`src/rtl/rr_arbiter_8.sv`:
```
// rtl/rr_arbiter_8.sv - 8-way round-robin arbiter and mux sequencer with registered data output
// Optional feature macro: ARB_HOLD_LIMIT_EN (caps consecutive grant cycles at MAX_HOLD under contention)
module rr_arbiter_8 #(
   parameter int unsigned DATA_W   = 8,
   parameter int unsigned MAX_HOLD = 4
) (
   input  logic              clk,
   input  logic              rst_n,
   input  logic [7:0]        req,
   input  logic [DATA_W-1:0] in0,
   input  logic [DATA_W-1:0] in1,
   input  logic [DATA_W-1:0] in2,
   input  logic [DATA_W-1:0] in3,
   input  logic [DATA_W-1:0] in4,
   input  logic [DATA_W-1:0] in5,
   input  logic [DATA_W-1:0] in6,
   input  logic [DATA_W-1:0] in7,
   output logic [7:0]        gnt,
   output logic [2:0]        sel,
   output logic [DATA_W-1:0] out,
   output logic              out_valid
);

   typedef enum logic {
      S_IDLE  = 1'b0,
      S_GRANT = 1'b1
   } state_t;

   state_t            r_state;
   state_t            w_state_nxt;
   logic [2:0]        r_ptr;
   logic [2:0]        w_ptr_nxt;
   logic [7:0]        r_gnt;
   logic [7:0]        w_gnt_nxt;
   logic [2:0]        r_sel;
   logic [2:0]        w_sel_nxt;
   logic [DATA_W-1:0] r_out;
   logic              r_out_valid;

   logic [7:0]        w_others;
   logic [2:0]        w_pick_req;
   logic [2:0]        w_pick_oth;
   logic              w_take;
   logic [DATA_W-1:0] w_in [8];

`ifdef ARB_HOLD_LIMIT_EN
   localparam logic [7:0] HOLD_LAST = 8'(MAX_HOLD - 1);
   logic [7:0]        r_hold;
   logic [7:0]        w_hold_nxt;
`endif

   // First set bit of mask scanning ptr, ptr+1, ... with wrap; the lowest
   // offset wins, so iterate from the far end and let nearer hits overwrite.
   function automatic logic [2:0] f_pick(input logic [7:0] mask, input logic [2:0] ptr);
      logic [2:0] idx;
      logic [2:0] k3;
      idx = ptr;
      for (int k = 7; k >= 0; k--) begin
         k3 = ptr + 3'(k);
         if (mask[k3]) idx = k3;
      end
      return idx;
   endfunction

   assign w_in[0] = in0;
   assign w_in[1] = in1;
   assign w_in[2] = in2;
   assign w_in[3] = in3;
   assign w_in[4] = in4;
   assign w_in[5] = in5;
   assign w_in[6] = in6;
   assign w_in[7] = in7;

   // Requests other than the current owner's; ptr already sits past the
   // owner, so the owner is naturally last in any re-grant scan.
   assign w_others   = req & ~(8'd1 << r_sel);
   assign w_pick_req = f_pick(req, r_ptr);
   assign w_pick_oth = f_pick(w_others, r_ptr);
   assign w_take     = (r_state == S_GRANT) && req[r_sel];

   // Arbitration state register
   always_ff @(posedge clk or negedge rst_n) begin
      if (!rst_n) begin
         r_state <= S_IDLE;
         r_ptr   <= 3'd0;
         r_gnt   <= 8'd0;
         r_sel   <= 3'd0;
`ifdef ARB_HOLD_LIMIT_EN
         r_hold  <= 8'd0;
`endif
      end else begin
         r_state <= w_state_nxt;
         r_ptr   <= w_ptr_nxt;
         r_gnt   <= w_gnt_nxt;
         r_sel   <= w_sel_nxt;
`ifdef ARB_HOLD_LIMIT_EN
         r_hold  <= w_hold_nxt;
`endif
      end
   end

   // Next grant, pointer and state; a handoff happens in one edge with no idle gap
   always_comb begin
      w_state_nxt = r_state;
      w_ptr_nxt   = r_ptr;
      w_gnt_nxt   = r_gnt;
      w_sel_nxt   = r_sel;
`ifdef ARB_HOLD_LIMIT_EN
      w_hold_nxt  = r_hold;
`endif
      case (r_state)
         S_IDLE: begin
            if (|req) begin
               w_state_nxt = S_GRANT;
               w_gnt_nxt   = 8'd1 << w_pick_req;
               w_sel_nxt   = w_pick_req;
               w_ptr_nxt   = w_pick_req + 3'd1;
`ifdef ARB_HOLD_LIMIT_EN
               w_hold_nxt  = 8'd0;
`endif
            end
         end
         S_GRANT: begin
            if (!req[r_sel]) begin
               if (|w_others) begin
                  w_gnt_nxt  = 8'd1 << w_pick_oth;
                  w_sel_nxt  = w_pick_oth;
                  w_ptr_nxt  = w_pick_oth + 3'd1;
               end else begin
                  // sel deliberately keeps its last value when going idle
                  w_state_nxt = S_IDLE;
                  w_gnt_nxt   = 8'd0;
               end
`ifdef ARB_HOLD_LIMIT_EN
               w_hold_nxt = 8'd0;
`endif
            end
`ifdef ARB_HOLD_LIMIT_EN
            else if (r_hold == HOLD_LAST) begin
               if (|w_others) begin
                  w_gnt_nxt  = 8'd1 << w_pick_oth;
                  w_sel_nxt  = w_pick_oth;
                  w_ptr_nxt  = w_pick_oth + 3'd1;
               end
               w_hold_nxt = 8'd0;
            end else begin
               w_hold_nxt = r_hold + 8'd1;
            end
`endif
         end
         default: begin
            w_state_nxt = S_IDLE;
         end
      endcase
   end

   // Capture the owner's word one cycle behind the grant while it still requests
   always_ff @(posedge clk or negedge rst_n) begin
      if (!rst_n) begin
         r_out       <= '0;
         r_out_valid <= 1'b0;
      end else begin
         r_out_valid <= w_take;
         if (w_take) r_out <= w_in[r_sel];
      end
   end

   assign gnt       = r_gnt;
   assign sel       = r_sel;
   assign out       = r_out;
   assign out_valid = r_out_valid;

endmodule

```
`config.mk`:
```
export PLATFORM = sky130hd
export DESIGN_NAME = rr_arbiter_8
export DESIGN_NICKNAME = d
export VERILOG_FILES = /design/src/rtl/rr_arbiter_8.sv
export SDC_FILE = /design/constraint.sdc
export NUM_CORES = 1
export LEC_CHECK = 0
export CAP_MARGIN = 20
export CORE_ASPECT_RATIO = 0.5
export CORE_MARGIN = 2
export CORE_UTILIZATION = 55
export DETAILED_ROUTE_END_ITERATION = 16
export GPL_ROUTABILITY_DRIVEN = 0
export PLACE_DENSITY = 0.95
export SLEW_MARGIN = 25
export SYNTH_ARGS = -nofsm -noshare
export SYNTH_HDL_FRONTEND = slang
export SYNTH_SLANG_ARGS = --single-unit
```
`constraint.sdc`:
```
create_clock -name clk -period 10.8 [get_ports clk]
set_input_delay 2.16 -clock clk [delete_from_list [all_inputs] [get_ports clk]]
set_output_delay 2.16 -clock clk [all_outputs]
set_load 0.1 [all_outputs]
```
==> out/qor_table.md <==
| Result | This run | Unit |
|:---|:---|:---|
| Result of the run | finished, final reports clean | - |
| DRT Wirelength | 12.29 | mm |
| Standard cell area after detailed placement | 4618 | µm² |
| Final worst path period need | 5.453 | ns |
| Number of top-level pins | 94 | - |
| Global-route total usage across every layer | 33.20 | % |
| Die outline width | 120.5 | µm |
| Highest attainable clock frequency | 183.4 | MHz |
| Library cell appearing most often on the critical path | mux2_2 | - |
| Drt initial violations | 534 | - |
| Initial antenna violation count | 0 | - |
| Slew margin rel. | 30.66 | % |
| Root buf cell | clkbuf_16 | - |
| Area enclosed by the die boundary | 7506 | µm² |
| Crit path DAT | 5.59 | ns |
| Main flop type after synthesis | dfrtp_1 | - |
| Most area-hungry cell type in the Yosys netlist | mux4_2 | - |
| Count of antenna diodes in the layout | 0 | - |
| Syn Area/Cell | 9.065 | µm² |
| FP Rows | 21 | - |
| Die height | 62.27 | µm |
| Drt via density | 7.308 | - |
| Number of port buffers | 93 | - |
| Final layout net count | 551 | - |
| Cell-by-cell listing of the critical path | clkdlybuf4s50_1 -> mux4_2 -> mux2_2 -> nand2_1 -> inv_2 -> or2_1 -> nor2_1 -> mux2_2 | - |
| Proportion of synthesized flip-flops having asynchronous set or reset | 100.0 | % |
| Clock latency on the worst-skew pair | 0.26 | ns |
| TritonCTS Buffers | 3 | - |
| Post-route clock skew | 0.002615 | ns |
| Setup TNS after final layout | 0 | ns |
| Flip-flop and latch count after synthesis | 24 | - |
| Worst endpoint required time | 10.94 | ns |
| Slew of the pin with the lowest slew margin | 1.037 | ns |
| Sum of overflow across all layers after global routing | 0 | - |
| Final count of pins violating max slew | 0 | - |
| Synthesized net count | 489 | - |
| First-pass detailed-route iteration total | 5 | - |
| Path category of the worst min-delay check | reg2reg | - |
| Count of flip-flops with a built-in enable after synthesis | 0 | - |
| Remaining DRCs | 0 | - |
| Buf/Inv on CP | 2 | - |
| Category of the worst setup path capture point | flop | - |
| Fin area | 4718 | µm² |
| Largest net degree at the start of global routing | 43 | - |
| Startpoint types | input port | - |
| Synth cell count leaders | 38 x nand2_1, 32 x mux4_2, 24 x dfrtp_1, 24 x nor2_1, 21 x mux2i_1 | - |
| HPWL reported at the end of detailed placement | 9.021 | mm |
| CP max-delay cell | clkdlybuf4s50_1 | - |
| Number of global-route vias before repair | 4071 | - |
| Setup slack of the most critical reg-to-reg path | 6.40 | ns |
| Antenna Violating Nets Remaining | 0 | - |
| Family with the most delay on the worst path | simple AND/OR/NAND/NOR gates | - |
| TritonCTS clock tree | built | - |
| Hold Buf Count CTS | 0 | - |
| First-pass GRT wire length | 20.14 | mm |
| Area Overhead vs Synth | 26.33 | % |
| Most frequently used cell type in the post-synthesis netlist | nand2_1 | - |
| Post-synthesis cell type count | 77 | - |
| Biggest cell delay along the critical path | 0.67 | ns |
| Maximum capacitance violations | 0 | - |
| Setup Crit Path Kind | in2reg | - |
| Final-report hold violation count | 0 | - |
| Post-CTS setup buffers | 0 | - |
| Area share of the largest cell type after synthesis | 19.30 | % |
| Maximum buffer depth of the clock tree | 2 | - |
| Finish-stage setup viols | 0 | - |
| Setup repair after global routing missed its margin | false | - |
| Synth Instances | 412 | - |
| Post-Route Utilization | 71.26 | % |
| Placeable Area | 6621 | µm² |
| Clock-pin transition on the worst setup and hold timing paths | 0.06 | ns |
| Number of warnings reported in the yosys synthesis log | 0 | - |
| Count of H-tree levels built during CTS | 1 | - |
| Critical path peak fanout | 18 | - |
| Starting density of the core | 56.41 | % |
| Total via count in the routed design | 4129 | - |
| Synthesized cell area | 3735 | µm² |
| Main area contributors after synthesis | mux4_2 19%, dfrtp_1 16%, mux2i_1 5.6%, mux2_2 3.9%, nand2_1 3.8% | - |
| Total of cells resized after clock tree synthesis | 0 | - |
| Sequential element share of the synthesized area | 16.08 | % |
| Detail-routed net length per standard cell | 21.75 | µm |
| Share of layout cells above drive strength 1 | 15.22 | % |
| Sink count of the clock tree | 24 | - |
| Fraction of the cycle the final worst path needs | 50.49 | % |
## layout by cell type (no fill, tap or decap), types with 5 or more instances in the layout
cell / count
a211oi_1: 6
a21oi_1: 14
a31o_1: 8
a31oi_1: 6
a32o_1: 7
and2_1: 8
buf_4: 5
clkdlybuf4s50_1: 92
dfrtp_1: 24
inv_1: 7
mux2_2: 13
mux2i_1: 21
mux4_2: 32
nand2_1: 38
nand2b_1: 8
nand3_1: 5
nand3b_1: 7
nor2_1: 24
nor2b_1: 5
nor3_1: 8
o21ai_0: 16
o22ai_1: 6
o32ai_1: 6
o41ai_1: 5
## cells by family (layout without fill, tap and decap cells)
group / Yosys count / after routing / synth area share (%)
adder cells (fa/ha/maj): 3 / 3 / 1.005
AO/OA/AOI/OAI: 129 / 129 / 27.10
multiplexers: 68 / 68 / 29.51
flip-flops: 24 / 24 / 16.08
buffers and inverters: 51 / 112 / 6.365
XOR/XNOR: 5 / 5 / 1.173
AND/OR/NAND/NOR: 132 / 132 / 18.76
## through the flow
| step | hold slack (ns) | instances | setup WS [ns] |
|---|---|---|---|
| 3_5_place_dp | 0.4840 | 561 | 5.228 |
| 2_1_floorplan | 0.5890 | 412 | 6.124 |
| 5_1_grt | 0.5343 | 565 | 5.196 |
| 4_1_cts | 0.4955 | 565 | 5.419 |
| 3_3_place_gp | 0.4608 | 561 | 5.358 |
| 6_report | 0.4939 | 565 | 5.347 |
## worst register-to-register path, delay by kind of cell, from the launching register on
| family | cells | cell delay (ns) |
|---|---|---|
| adder cells (fa/ha/maj) | 2 | 0.94 |
| multiplexers | 1 | 0.62 |
| buffers and inverters | 1 | 0.44 |
| AO/OA/AOI/OAI | 5 | 0.88 |
| XOR/XNOR | 1 | 0.68 |
| AND/OR/NAND/NOR | 1 | 0.38 |
| flip-flops | 1 | 0.39 |
## state kept, by name, summed over array words and instances (netlist names)
signal     cells
gnt            8
out            8
r_ptr          3
sel            3
out_valid      1
r_state        1
## routing by layer
metal | routed length (µm) | GRT usage, % | vias up
met3 | 1482 | 5.882 | 65
li1 | - | - | 1765
met1 | 4379 | 41.91 | 1942
met5 | 0 | 0 | -
met2 | 5929 | 56.29 | 357
met4 | 498 | 14.24 | 0
## final cells by class
cell class | instances | area (µm²)
Clock inverter | 1 | 30.03
Tap cell | 92 | 115.1
Inverter | 10 | 37.54
Clock buffer | 3 | 75.07
Multi-Input combinational cell | 337 | 2897
Fill cell | 430 | 1903
Sequential cell | 24 | 600.6
Timing Repair Buffer | 98 | 963.4
## worst paths after layout
check                                           from                    to  cells past startpoint
worst max-delay path                          req[6]    sel[1]$_DFFE_PN0P_                      8
worst min-delay path              out[6]$_DFFE_PN0P_    out[6]$_DFFE_PN0P_                      2
worst max register to register  r_ptr[1]$_DFFE_PN0P_  r_ptr[2]$_DFFE_PN0P_                     11
worst min register to register    out[6]$_DFFE_PN0P_    out[6]$_DFFE_PN0P_                      2
max in group asynchronous                      rst_n    gnt[7]$_DFFE_PN0P_                      1
min in group asynchronous                      rst_n    out[7]$_DFFE_PN0P_                      1
Power is left out: the tool's default activity adds up to more than one toggle a clock period on the data nets, which glitch-free logic cannot reach.
